`config.mk`:
```
export PLATFORM = sky130hd
export DESIGN_NAME = wb_host_master
export DESIGN_NICKNAME = d
export VERILOG_FILES = /design/src/rtl/wb_host_master.sv
export SDC_FILE = /design/constraint.sdc
export NUM_CORES = 1
export LEC_CHECK = 0
export BUFFER_PORTS_ARGS = -buffer_cell sky130_fd_sc_hd__buf_4
export CORE_MARGIN = 2
export CORE_UTILIZATION = 52
export DETAILED_ROUTE_END_ITERATION = 7
export PLACE_DENSITY = 0.85
export SETUP_SLACK_MARGIN = 0.2
export SKIP_LAST_GASP = 1
export SYNTH_ARGS = -nofsm -noshare
export SYNTH_HDL_FRONTEND = slang
export SYNTH_SLANG_ARGS = --single-unit
```
`constraint.sdc`:
```
create_clock -name wb_clk_i -period 4.87 [get_ports wb_clk_i]
set_clock_uncertainty 0.2 [all_clocks]
set_input_delay 0.487 -clock wb_clk_i [delete_from_list [all_inputs] [get_ports wb_clk_i]]
set_output_delay 0.487 -clock wb_clk_i [all_outputs]
set_load 0.05 [all_outputs]
```
`src/rtl/wb_host_master.sv`:
```
// wb_host_master: valid/ready command stream to
// single Wishbone classic cycles, one response each.
module wb_host_master #(
  parameter int unsigned TMO_CYCLES = 256,
  parameter int unsigned TMO_W      = 16
) (
  input  logic        wb_clk_i,
  input  logic        wb_rst_i,
  input  logic        req_valid_i,
  output logic        req_ready_o,
  input  logic        req_we_i,
  input  logic [3:0]  req_sel_i,
  input  logic [31:0] req_adr_i,
  input  logic [31:0] req_dat_i,
  output logic        rsp_valid_o,
  input  logic        rsp_ready_i,
  output logic [31:0] rsp_dat_o,
  output logic        rsp_err_o,
  output logic        rsp_tmo_o,
  output logic        wbm_cyc_o,
  output logic        wbm_stb_o,
  output logic        wbm_we_o,
  output logic [3:0]  wbm_sel_o,
  output logic [31:0] wbm_adr_o,
  output logic [31:0] wbm_dat_o,
  input  logic [31:0] wbm_dat_i,
  input  logic        wbm_ack_i,
  input  logic        wbm_err_i
);

  typedef enum logic [1:0] {
    S_IDLE,
    S_BUS,
    S_RESP
  } state_t;

  localparam logic [TMO_W-1:0] LP_TMO_LAST =
    TMO_W'(TMO_CYCLES - 1);

  state_t             r_state;
  state_t             w_state_nxt;
  logic               r_req_ready, w_req_ready_nxt;
  logic               r_rsp_valid, w_rsp_valid_nxt;
  logic [31:0]        r_rsp_dat,   w_rsp_dat_nxt;
  logic               r_rsp_err,   w_rsp_err_nxt;
  logic               r_rsp_tmo,   w_rsp_tmo_nxt;
  logic               r_cyc,       w_cyc_nxt;
  logic               r_we,        w_we_nxt;
  logic [3:0]         r_sel,       w_sel_nxt;
  logic [31:0]        r_adr,       w_adr_nxt;
  logic [31:0]        r_dat,       w_dat_nxt;
  logic [TMO_W-1:0]   r_cnt,       w_cnt_nxt;
  logic               w_bus_exit;

  // next-state and next-output decode for the transaction FSM
  always_comb begin
    w_state_nxt     = r_state;
    w_req_ready_nxt = r_req_ready;
    w_rsp_valid_nxt = r_rsp_valid;
    w_rsp_dat_nxt   = r_rsp_dat;
    w_rsp_err_nxt   = r_rsp_err;
    w_rsp_tmo_nxt   = r_rsp_tmo;
    w_cyc_nxt       = r_cyc;
    w_we_nxt        = r_we;
    w_sel_nxt       = r_sel;
    w_adr_nxt       = r_adr;
    w_dat_nxt       = r_dat;
    w_cnt_nxt       = r_cnt;
    w_bus_exit      = 1'b0;
    unique case (r_state)
      S_IDLE: begin
        w_req_ready_nxt = 1'b1;
        if (r_req_ready && req_valid_i) begin
          w_we_nxt        = req_we_i;
          w_sel_nxt       = req_sel_i;
          w_adr_nxt       = req_adr_i;
          w_dat_nxt       = req_dat_i;
          w_cyc_nxt       = 1'b1;
          w_cnt_nxt       = '0;
          w_req_ready_nxt = 1'b0;
          w_state_nxt     = S_BUS;
        end
      end
      S_BUS: begin
        if (wbm_err_i) begin
          w_rsp_err_nxt = 1'b1;
          w_rsp_tmo_nxt = 1'b0;
          w_rsp_dat_nxt = '0;
          w_bus_exit    = 1'b1;
        end else if (wbm_ack_i) begin
          w_rsp_err_nxt = 1'b0;
          w_rsp_tmo_nxt = 1'b0;
          w_rsp_dat_nxt = r_we ? '0 : wbm_dat_i;
          w_bus_exit    = 1'b1;
        end else if (r_cnt == LP_TMO_LAST) begin
          w_rsp_err_nxt = 1'b0;
          w_rsp_tmo_nxt = 1'b1;
          w_rsp_dat_nxt = '0;
          w_bus_exit    = 1'b1;
        end else begin
          w_cnt_nxt = r_cnt + 1'b1;
        end
        if (w_bus_exit) begin
          w_cyc_nxt       = 1'b0;
          w_we_nxt        = 1'b0;
          w_sel_nxt       = '0;
          w_adr_nxt       = '0;
          w_dat_nxt       = '0;
          w_rsp_valid_nxt = 1'b1;
          w_state_nxt     = S_RESP;
        end
      end
      S_RESP: begin
        if (rsp_ready_i) begin
          w_rsp_valid_nxt = 1'b0;
          w_rsp_dat_nxt   = '0;
          w_rsp_err_nxt   = 1'b0;
          w_rsp_tmo_nxt   = 1'b0;
          w_req_ready_nxt = 1'b1;
          w_state_nxt     = S_IDLE;
        end
      end
      default: begin
        w_state_nxt     = S_IDLE;
        w_req_ready_nxt = 1'b0;
        w_rsp_valid_nxt = 1'b0;
        w_cyc_nxt       = 1'b0;
      end
    endcase
  end

  // state and output registers, synchronous reset
  always_ff @(posedge wb_clk_i) begin
    if (wb_rst_i) begin
      r_state     <= S_IDLE;
      r_req_ready <= 1'b0;
      r_rsp_valid <= 1'b0;
      r_rsp_dat   <= '0;
      r_rsp_err   <= 1'b0;
      r_rsp_tmo   <= 1'b0;
      r_cyc       <= 1'b0;
      r_we        <= 1'b0;
      r_sel       <= '0;
      r_adr       <= '0;
      r_dat       <= '0;
      r_cnt       <= '0;
    end else begin
      r_state     <= w_state_nxt;
      r_req_ready <= w_req_ready_nxt;
      r_rsp_valid <= w_rsp_valid_nxt;
      r_rsp_dat   <= w_rsp_dat_nxt;
      r_rsp_err   <= w_rsp_err_nxt;
      r_rsp_tmo   <= w_rsp_tmo_nxt;
      r_cyc       <= w_cyc_nxt;
      r_we        <= w_we_nxt;
      r_sel       <= w_sel_nxt;
      r_adr       <= w_adr_nxt;
      r_dat       <= w_dat_nxt;
      r_cnt       <= w_cnt_nxt;
    end
  end

  assign req_ready_o = r_req_ready;
  assign rsp_valid_o = r_rsp_valid;
  assign rsp_dat_o   = r_rsp_dat;
  assign rsp_err_o   = r_rsp_err;
  assign rsp_tmo_o   = r_rsp_tmo;
  assign wbm_cyc_o   = r_cyc;
  assign wbm_stb_o   = r_cyc;
  assign wbm_we_o    = r_we;
  assign wbm_sel_o   = r_sel;
  assign wbm_adr_o   = r_adr;
  assign wbm_dat_o   = r_dat;

endmodule

```
==> impl_results.md <==
* Status: finished clean
* Worst Path Required at a little over 5000 ps
* Port Buffer Count at between 200 and 250
* Top FF cell, synth: dfxtp_1
* Post-layout util at 0.750
* Setup_tns at 0 ps
* Critical R2R Capture: wbm_adr_o[28]
* Fin. max-slew vios at 0
* Final period util at 0.651
* Register Area at 2480 sq um
* Placer Congestion at 0.821
* Reg clk slew, reported paths at roughly 60 ps
* Number of global-route vias before repair at between 5,000 and 6,000
* Postcts setup bufs at 0
* First-pass GRT wire length at between 20,000 and 30,000 um
* Root buf cell: clkbuf_8
* # DRC at 0
* Max Cap Viol at 0
* Peak per-stage delay on the critical path at around 730 ps
* Resize count post-CTS at 0
* Max-slew headroom at 0.306
* Via count at approximately 5,500
* R2R cell count at 7
* Clock Path Buffers at 2
* Hold EP: wbm_dat_o[2]
* Die height at 105 um
* Largest net degree at the start of global routing at between 100 and 150
* Fin crit period at roughly 3200 ps
* Worst EP arrival at 3360 ps
* 1st-iter DRT viols at between 300 and 400
* Final Setup Violations at 0
* # clock sinks at approximately 120
* Area of the die at around 11,000 sq um
* Critical path class: flop to flop
* Num CTS Buffers at 17
* TritonCTS clock tree: yes
* Per-cell routed wire length at approximately 16 um
* Ant diodes at 0
* Maximum VDD drop at ~240 uV
* Syn. warnings at 0
* Total track usage at 0.278
* Crit. End Element: flop
* CORE AREA at roughly 10000 sq um
* Avg Cell Area, Syn at 8.52 sq um
* DIE WIDTH at about 110 um
* Worst-Skew Late Latency at between 500 and 600 ps
* Cell area after synthesis at 5330 sq um
* Share of post-route cells with drive strength above 1 at 0.317
* #FFs+latches synth at 124
* Slew at the pin with the worst max-slew slack at about 1000 ps
* Fin. Hold Viols at 0
* Synth cell types at 48
* Total grt overflow at 0
* Net Count, Synth at 737
* Layout area overhead at 38.6%
* R2r startpoint: r_state[1]
* Initial antenna violation count at 0
* Row count at 36
* Flop2flop setup slack at roughly 1700 ps
* Worst slack, placed at 1780 ps
* Antenna Violating Nets Remaining at 0
* CP max-delay cell: a21oi_4
* H-tree levels at 4
* F_max at roughly 0.32 GHz
* Setup ws final at between 1500 and 2000 ps
* Drt first pass iters at 5
* Hold/Removal Path Class: primary input to flop
* Area of the multi-input gates at around 2500 sq um
* Nets at 919
* CP Max Fanout at 42
* Vias per Instance at 5.74
* Pwr Density at roughly 500 nW/um^2
* Tot Pwr at approximately 3.7 mW
* RSZ-0062 raised after global routing: no
* EDFF count, synth at 0
* Post-synthesis async set-or-reset flop share at 0
* Synth Instances at 626
* Post-DP HPWL at around 10,000 um
* Most common cell after layout, fill and taps aside: buf_4
* CP Launch Type: flop
* FILL cells at roughly 710
* Hold_ws at between 10 and 15 ps
* I/O Pins at between 200 and 250
* Source of the worst hold timing path: req_dat_i[2]
* Crit path cell chain: inv_1 -> ha_1 -> nor2b_1 -> nor2_1 -> a21oi_4 -> buf_4 -> o21ai_0
* Seq/Total Area, Yosys at 0.465
* Leak at about 3.2 nW
* Initial Util at 0.541
* WL final at around 16,000 um
* Most frequent cells in the layout: buf_4, nand2_1, dfxtp_1
* Hold Path Depth at 3
==> worst max-delay path by stage <==
stage / startpoint / end
finish: r_state[1] / wbm_adr_o[28]
global route: r_state[1] / wbm_adr_o[28]
CTS: r_state[1] / wbm_adr_o[25]
detailed placement: r_state[1] / wbm_adr_o[29]
global placement: r_state[1] / wbm_adr_o[23]
floorplan: req_ready_o / r_cnt[9]
==> cells by family (layout without fill, tap and decap cells) <==
logic type                 count (synthesis)  count (layout)  synth area share
and+or+nand+nor                          284             284             0.262
DFF                                      124             124             0.465
buffers and inverters                     65             258            0.0629
AOI/OAI and AO/OA                        113             113             0.133
muxes                                     33              33            0.0619
xor gates and xnor gates                   3               3           0.00493
adders and majority gates                  4               4           0.00938
==> state kept, by name, summed over array words and instances, names as in the netlist <==
signal / count
wbm_cyc_o: 1
wbm_adr_o: 32
r_cnt: 16
r_state: 2
wbm_we_o: 1
rsp_err_o: 1
rsp_dat_o: 32
rsp_valid_o: 1
req_ready_o: 1
wbm_dat_o: 32
wbm_sel_o: 4
rsp_tmo_o: 1
==> report_power, final <==
part / leakage (nW) / switching [mW] / internal (mW) / total [mW]
combinational: 1.90 / 0.962 / 0.417 / 1.38
clock: 0.256 / 0.430 / 0.692 / 1.12
sequential: 1.00 / 0.0774 / 1.14 / 1.22
==> through the flow <==
| stage | cells | cell area (sq um) |
|---|---|---|
| 2_1_floorplan | 626 | 5330 |
| 3_3_place_gp | 919 | 6840 |
| 3_5_place_dp | 919 | 6840 |
| 4_1_cts | 952 | 7390 |
| 5_1_grt | 952 | 7390 |
| 6_report | 952 | 7390 |
==> cell usage after synthesis, drive strengths merged (5+ instances only) <==
library cell  number  share of area
a31oi              6         0.0070
buf               11          0.023
clkbuf            48          0.035
dfxtp            124           0.47
inv                6         0.0042
mux2i             33          0.062
nand2            152           0.11
nand3             11          0.010
nand4             78          0.091
nor2              10         0.0070
nor3               5         0.0047
nor4               8          0.015
o21ai             70          0.066
==> layout make-up <==
cell class                      instances  area share
Clock buffer                           22      0.0613
Clock inverter                          8     0.00948
Inverter                                6     0.00338
Tap cell                              133      0.0225
Sequential cell                       124       0.336
Timing Repair Buffer                  222       0.226
Multi-Input combinational cell        437       0.341
==> routing by layer <==
layer | up-vias | global-route usage | wire length [um] | share of wire
met5 | - | 0 | 0 | 0
met4 | 0 | 0.105 | 337 | 0.022
met3 | 33 | 0.0946 | 1470 | 0.094
met2 | 248 | 0.457 | 7670 | 0.49
met1 | 2578 | 0.336 | 6180 | 0.39
li1 | 2602 | - | - | -
==> worst max-delay path: cells and delay by family, from the launching register on <==
family                   cells  cell delay (ps)
AO/OA/AOI/OAI                2              890
adder cells (fa/ha/maj)      1              590
AND/OR/NAND/NOR              2              510
buffers and inverters        2              490
flip-flops                   1              320
==> timing repair <==
action                                 4_1_cts  5_1_grt
endpoints found under the hold margin        3        0
hold buffers                                 3        0
setup endpoints to repair                    0        0
Power figures use the tool's default switching activity.
